File: src/rtl/control_cmd_dispatch_pkg.sv
// Shared constants for the command dispatcher: handler table, timeout default and FSM state type.
package params;

  localparam int CMD_NUM_HANDLERS        = 4;
  localparam int CMD_TIMEOUT_TICKS       = 100000;
  localparam int WATCHDOG_SIGNATURE_BITS = 32;

  // Slot 0 is the watchdog signature handler.
  localparam logic [CMD_NUM_HANDLERS-1:0][7:0] CMD_OPCODES =
    {8'h43, 8'h42, 8'h41, 8'h57};
  localparam logic [CMD_NUM_HANDLERS-1:0][7:0] CMD_PAYLOAD_BYTES =
    {8'd3, 8'd2, 8'd1, 8'(WATCHDOG_SIGNATURE_BITS / 8)};

  typedef enum logic [1:0] {
    IDLE,
    PAYLOAD,
    WAIT_DONE
  } cmd_dispatch_state_t;

  function automatic bit payload_lengths_legal();
    for (int k = 0; k < CMD_NUM_HANDLERS; k++) begin
      if (CMD_PAYLOAD_BYTES[k] == 8'd0) return 1'b0;
    end
    return 1'b1;
  endfunction

endpackage

File: src/rtl/control_cmd_dispatch_timeout_counter.sv
// Reloadable down-counter with a zero flag; saturates at zero until the next load.
module cmd_timeout_counter #(
  parameter int TICKS = 16
) (
  input  logic clk,
  input  logic reset,
  input  logic load,
  output logic zero
);

  localparam int W = $clog2(TICKS + 1);

  logic [W-1:0] tmo_reg;

  always_ff @(posedge clk) begin
    if (reset) begin
      tmo_reg <= W'(TICKS);
    end else if (load) begin
      tmo_reg <= W'(TICKS);
    end else if (tmo_reg != '0) begin
      tmo_reg <= tmo_reg - W'(1);
    end
  end

  assign zero = (tmo_reg == '0);

endmodule

File: src/rtl/control_cmd_dispatch.sv
// Opcode decoder / payload forwarder between the UART receiver and the command handlers.
// Optional watchdog on stalled payloads and hung handlers: CONTROL_CMD_DISPATCH_TIMEOUT_EN.
module control_cmd_dispatch
  import params::*;
#(
  parameter int NUM_HANDLERS  = CMD_NUM_HANDLERS,
  parameter int TIMEOUT_TICKS = CMD_TIMEOUT_TICKS
) (
  input  logic                    clk,
  input  logic                    reset,
  input  logic [7:0]              data_in,
  input  logic                    data_valid,
  input  logic [NUM_HANDLERS-1:0] handler_done,
  output logic [NUM_HANDLERS-1:0] handler_enable,
  output logic [7:0]              handler_data,
  output logic                    busy,
  output logic                    cmd_done,
  output logic                    error_unknown,
  output logic                    error_timeout,
  output logic                    error_overrun
);

  localparam int SEL_W = (NUM_HANDLERS > 1) ? $clog2(NUM_HANDLERS) : 1;

  if (!payload_lengths_legal()) begin : g_bad_payload_len
    $error("params::CMD_PAYLOAD_BYTES contains a zero-length entry");
  end
  if (NUM_HANDLERS > CMD_NUM_HANDLERS || NUM_HANDLERS < 1) begin : g_bad_handlers
    $error("NUM_HANDLERS must be 1..params::CMD_NUM_HANDLERS");
  end
  if (TIMEOUT_TICKS < 1) begin : g_bad_timeout
    $error("TIMEOUT_TICKS must be at least 1");
  end

  cmd_dispatch_state_t     state_reg, state_next;
  logic [SEL_W-1:0]        sel_reg, sel_next;
  logic [7:0]              remaining_reg, remaining_next;
  logic [NUM_HANDLERS-1:0] enable_reg, enable_next;
  logic [7:0]              data_reg, data_next;
  logic                    cmd_done_reg, cmd_done_next;
  logic                    unknown_reg, unknown_next;
  logic                    overrun_reg, overrun_next;

  logic [NUM_HANDLERS-1:0] match;
  logic                    match_any;
  logic [SEL_W-1:0]        match_sel;
  logic                    sel_done;
  logic                    tmo_fire;

  for (genvar gi = 0; gi < NUM_HANDLERS; gi++) begin : g_match
    assign match[gi] = (data_in == CMD_OPCODES[gi]);
  end

  // Scan from the top so the lowest matching slot is the one left standing.
  always_comb begin
    match_any = 1'b0;
    match_sel = '0;
    for (int k = NUM_HANDLERS - 1; k >= 0; k--) begin
      if (match[k]) begin
        match_any = 1'b1;
        match_sel = SEL_W'(k);
      end
    end
  end

  assign sel_done = handler_done[sel_reg];

`ifdef CONTROL_CMD_DISPATCH_TIMEOUT_EN
  logic tmo_load;
  logic tmo_zero;
  logic timeout_reg;

  assign tmo_load = (state_reg == IDLE && data_valid && match_any) ||
                    (state_reg == PAYLOAD && data_valid);

  cmd_timeout_counter #(
    .TICKS (TIMEOUT_TICKS)
  ) u_tmo (
    .clk   (clk),
    .reset (reset),
    .load  (tmo_load),
    .zero  (tmo_zero)
  );

  // An accepted byte or the selected done on the expiry cycle beats the timeout.
  assign tmo_fire = tmo_zero &&
                    ((state_reg == PAYLOAD && !data_valid) ||
                     (state_reg == WAIT_DONE && !sel_done));

  always_ff @(posedge clk) begin
    if (reset) timeout_reg <= 1'b0;
    else       timeout_reg <= tmo_fire;
  end

  assign error_timeout = timeout_reg;
`else
  assign tmo_fire      = 1'b0;
  assign error_timeout = 1'b0;
`endif

  always_ff @(posedge clk) begin
    if (reset) begin
      state_reg     <= IDLE;
      sel_reg       <= '0;
      remaining_reg <= '0;
      enable_reg    <= '0;
      data_reg      <= '0;
      cmd_done_reg  <= 1'b0;
      unknown_reg   <= 1'b0;
      overrun_reg   <= 1'b0;
    end else begin
      state_reg     <= state_next;
      sel_reg       <= sel_next;
      remaining_reg <= remaining_next;
      enable_reg    <= enable_next;
      data_reg      <= data_next;
      cmd_done_reg  <= cmd_done_next;
      unknown_reg   <= unknown_next;
      overrun_reg   <= overrun_next;
    end
  end

  always_comb begin
    state_next     = state_reg;
    sel_next       = sel_reg;
    remaining_next = remaining_reg;
    unique case (state_reg)
      IDLE: begin
        if (data_valid && match_any) begin
          state_next     = PAYLOAD;
          sel_next       = match_sel;
          remaining_next = CMD_PAYLOAD_BYTES[match_sel];
        end
      end
      PAYLOAD: begin
        if (data_valid) begin
          remaining_next = remaining_reg - 8'd1;
          if (remaining_reg == 8'd1) state_next = WAIT_DONE;
        end else if (tmo_fire) begin
          state_next = IDLE;
        end
      end
      WAIT_DONE: begin
        if (sel_done || tmo_fire) state_next = IDLE;
      end
      default: state_next = IDLE;
    endcase
  end

  always_comb begin
    enable_next   = '0;
    data_next     = data_reg;
    cmd_done_next = 1'b0;
    unknown_next  = 1'b0;
    overrun_next  = 1'b0;
    unique case (state_reg)
      IDLE: unknown_next = data_valid && !match_any;
      PAYLOAD: begin
        if (data_valid) begin
          enable_next = NUM_HANDLERS'(1) << sel_reg;
          data_next   = data_in;
        end
      end
      WAIT_DONE: begin
        cmd_done_next = sel_done;
        overrun_next  = data_valid;
      end
      default: ;
    endcase
  end

  assign busy           = (state_reg != IDLE);
  assign handler_enable = enable_reg;
  assign handler_data   = data_reg;
  assign cmd_done       = cmd_done_reg;
  assign error_unknown  = unknown_reg;
  assign error_overrun  = overrun_reg;

endmodule

File: config.mk
export PLATFORM = sky130hd
export DESIGN_NAME = control_cmd_dispatch
export DESIGN_NICKNAME = d
export VERILOG_FILES = /design/src/rtl/control_cmd_dispatch_pkg.sv /design/src/rtl/control_cmd_dispatch_timeout_counter.sv /design/src/rtl/control_cmd_dispatch.sv
export SDC_FILE = /design/constraint.sdc
export NUM_CORES = 1
export LEC_CHECK = 0
export CORE_MARGIN = 2
export CORE_UTILIZATION = 35
export CTS_BUF_LIST = sky130_fd_sc_hd__clkbuf_16
export DETAILED_ROUTE_END_ITERATION = 12
export DONT_BUFFER_PORTS = 1
export PLACE_DENSITY_LB_ADDON = 0.05
export SLEW_MARGIN = 15
export SYNTH_ARGS = -nofsm -noshare
export SYNTH_HDL_FRONTEND = slang
export SYNTH_HIERARCHICAL = 1
export SYNTH_SLANG_ARGS = --single-unit
File: constraint.sdc
create_clock -name clk -period 1.95 [get_ports clk]
set_input_delay 0.195 -clock clk [delete_from_list [all_inputs] [get_ports clk]]
set_output_delay 0.195 -clock clk [all_outputs]
set_load 0.01 [all_outputs]
==> flow_summary_export.csv <==
group,metric,value,unit
worst_setup_path,path_max_fanout,6,
sta,worst_clock_skew,0.003301,ns
floorplanning,core-area,3661,um^2
drt,drtIter0Drc,88,
worst_setup_path,cp-start-kind,"flop",
clock_network,cts.path.max_buffers,2,
drt,routedWlPerCell,16.31,um
clock_network,clock_latency,0.26,ns
cells_and_area,syn2layout_area_growth,10.54,%
drt,postRouteAntennaNets,0,
worst_setup_path,critical_path.top_delay_family,"simple AND/OR/NAND/NOR gates",
floorplanning,rows,22,
place,dp_hpwl,2423,um
worst_setup_path,r2r_cells,4,
clock_network,cts_tree,"done",
clock_network,htreeDepth,1,
sta,fmax,626.6,MHz
yosys,synth_edf_count,0,
power_and_ir_drop,vdd.ir_drop.worst,318.2,uV
sta,post-route-period-util,0.8184,
yosys,netlist_area,1341,um^2
drt,remaining_drc_errors,0,
yosys,synth_seq_cells,27,
worst_setup_path,critPathArrivalTime,1.75,ns
worst_setup_path,ff2ff_setup_slack,0.35,ns
cells_and_area,diodes,0,
worst_setup_path,crit_required,2.11,ns
yosys,synthFlopType,"dfxtp_1",
sta,slew_headroom,0.5629,
global_routing,antenna_found_initial,0,
hold_path,hold_class,"in2reg",
cells_and_area,multi_input_area,735.7,um^2
drt,via_per_inst,5.594,
sta,rsz0062_at_grt,"false",
clock_network,numCtsBuffers,3,
floorplanning,start_util,0.3664,
worst_setup_path,worstReg2RegEnd,"remaining_reg[7]",
hold_path,hp-start,"reset",
cells_and_area,nFillCells,373,
yosys,yosysTopAreaCell,"dfxtp_1",
hold_path,hold_depth,1,
yosys,yosysMostFrequentCell,"dfxtp_1",
floorplanning,die_area,4343,um^2
yosys,synth_area_per_cell,8.883,um^2
yosys,async_flop_share,0,
yosys,synth_common_cells,"dfxtp_1, nand2_1, nor2_1, a21oi_1, nor3_1",
clock_network,cts.sinks,27,
cells_and_area,final_cells,202,
global_routing,grtUsageTotal,0.1651,
worst_setup_path,crit_path_end_kind,"flop",
yosys,syn_inst,151,
worst_setup_path,slowest_delay,0.60,ns
yosys,seq_area_frac_synth,0.4030,
global_routing,grt_pass1_vias,1142,
drt,wirelength,3295,um
sta,min_period,1.596,ns
floorplanning,fp.dieH,65.91,um
place,io_buffers,0,
clock_network,path_clk_slew,0.06,ns
yosys,synth.distinct_cells,52,
yosys,yosys_warnings,6,
sta,setup_violations,0,
yosys,synthTopCellsByArea,"dfxtp_1, nand2_1, a21oi_1",
hold_path,min_to,"sel_reg[1]",
global_routing,overflow,0,
power_and_ir_drop,p_leak,0.5097,nW
power_and_ir_drop,powerDensity,734.3,nW/um^2
drt,vias,1130,
place,dp.cells,197,
cells_and_area,regArea,540.5,um^2
worst_setup_path,critPathKind,"reg2reg",
sta,holdWs,0.004491,ns
floorplanning,die_x,65.91,um
global_routing,grt_first_pass_wirelength,5533,um
place,place_congestion,0.8609,
clock_network,cts_root_buf,"clkbuf_16",
cells_and_area,drive_gt1_frac,0.1364,
sta,tightest_slew,0.6474,ns
outcome,run_status,"complete, no violations",
floorplanning,pin_count,32,
run,cap_violations,0,
power_and_ir_drop,design_power_total,1.089,mW
worst_setup_path,crit_chain,"or4b_2, o22ai_1, nor2b_1, o221a_2",
sta,maxSlewViolCount,0,
worst_setup_path,timing.rr.start,"state_reg[0]",
cells_and_area,layout.nets,172,
drt,drt_first_pass_iters,4,
worst_setup_path,cpMaxStageDelayCell,"or4b_2",
global_routing,grt_max_degree,16,
sta,hold_violations,0,
yosys,yosysTopAreaCellShare,0.4030,
worst_setup_path,critical_path_buf_inv_count,0,
sta,finalSetupTns,0,ns
yosys,synth_fp_nets,168,
## stage by stage
| stage | area [um^2] | util | setup slack (ns) |
|---|---|---|---|
| finish | 1483 | 0.4050 | 0.3541 |
| global placement | 1393 | 0.3804 | 0.3682 |
| floorplan | 1341 | - | 0.4367 |
| detailed placement | 1393 | 0.3804 | 0.3710 |
| CTS | 1483 | 0.4050 | 0.3514 |
| global route | 1483 | 0.4050 | 0.2494 |
## final cells by class
| class | count | area share |
|---|---|---|
| inverter | 5 | 0.01266 |
| timing repair buffer | 6 | 0.03207 |
| clock buffer | 3 | 0.05063 |
| sequential | 27 | 0.3646 |
| tap | 48 | 0.04051 |
| multi-input combinational | 112 | 0.4962 |
| clock inverter | 1 | 0.003376 |
## what timing repair did
action	CTS	global route
hold buffers	1	0
gates resized for setup	0	0
hold endpoints to repair	13	0
buffers inserted	0	0
## power breakdown
part,switching [mW],internal (mW)
Combinational,0.0307,0.0244
Clock,0.196,0.277
Sequential,0.00486,0.555
## placed cells by master (no fill, tap or decap), types with 2 or more instances in the layout
master and instances:
o211ai_1 2, buf_4 5, nand2_1 19, o221a_2 2, o31ai_1 2, nor3_1 7
nor4b_1 2, ha_1 2, nor3b_1 4, and3_1 2, nor2_1 13, a31oi_1 2
dfxtp_1 27, clkbuf_16 3, nand3_1 2, a311oi_1 2, o21ai_0 5, a21oi_1 10
nand2b_1 4, inv_1 5, nor2b_1 4
## metal layers
layer	track usage	share of wire
met1	0.2233	0.47
met2	0.2639	0.47
met3	0.03066	0.059
met4	0.05469	0.0082
met5	0	0
## worst max-delay path by stage
stage	start	cells after the start	end	slack [ns]
after floorplan	remaining_reg[4]	4	remaining_reg[7]	0.44
after global placement	state_reg[0]	4	remaining_reg[7]	0.37
after detailed placement	state_reg[0]	4	remaining_reg[7]	0.37
after CTS	state_reg[0]	4	remaining_reg[7]	0.35
after global routing	state_reg[0]	4	remaining_reg[7]	0.25
final	state_reg[0]	4	remaining_reg[7]	0.35
## logic make-up (layout without fill, tap and decap cells)
family	Yosys count	count (layout)	synth area share
AOI/OAI and AO/OA	37	37	0.2062
adders and majority gates	2	2	0.01865
buffers and inverters	12	15	0.04851
DFF	27	27	0.4030
muxes	1	1	0.01679
other	1	1	0.002796
and+or+nand+nor	71	71	0.3041
Power figures use the tool's default switching activity.
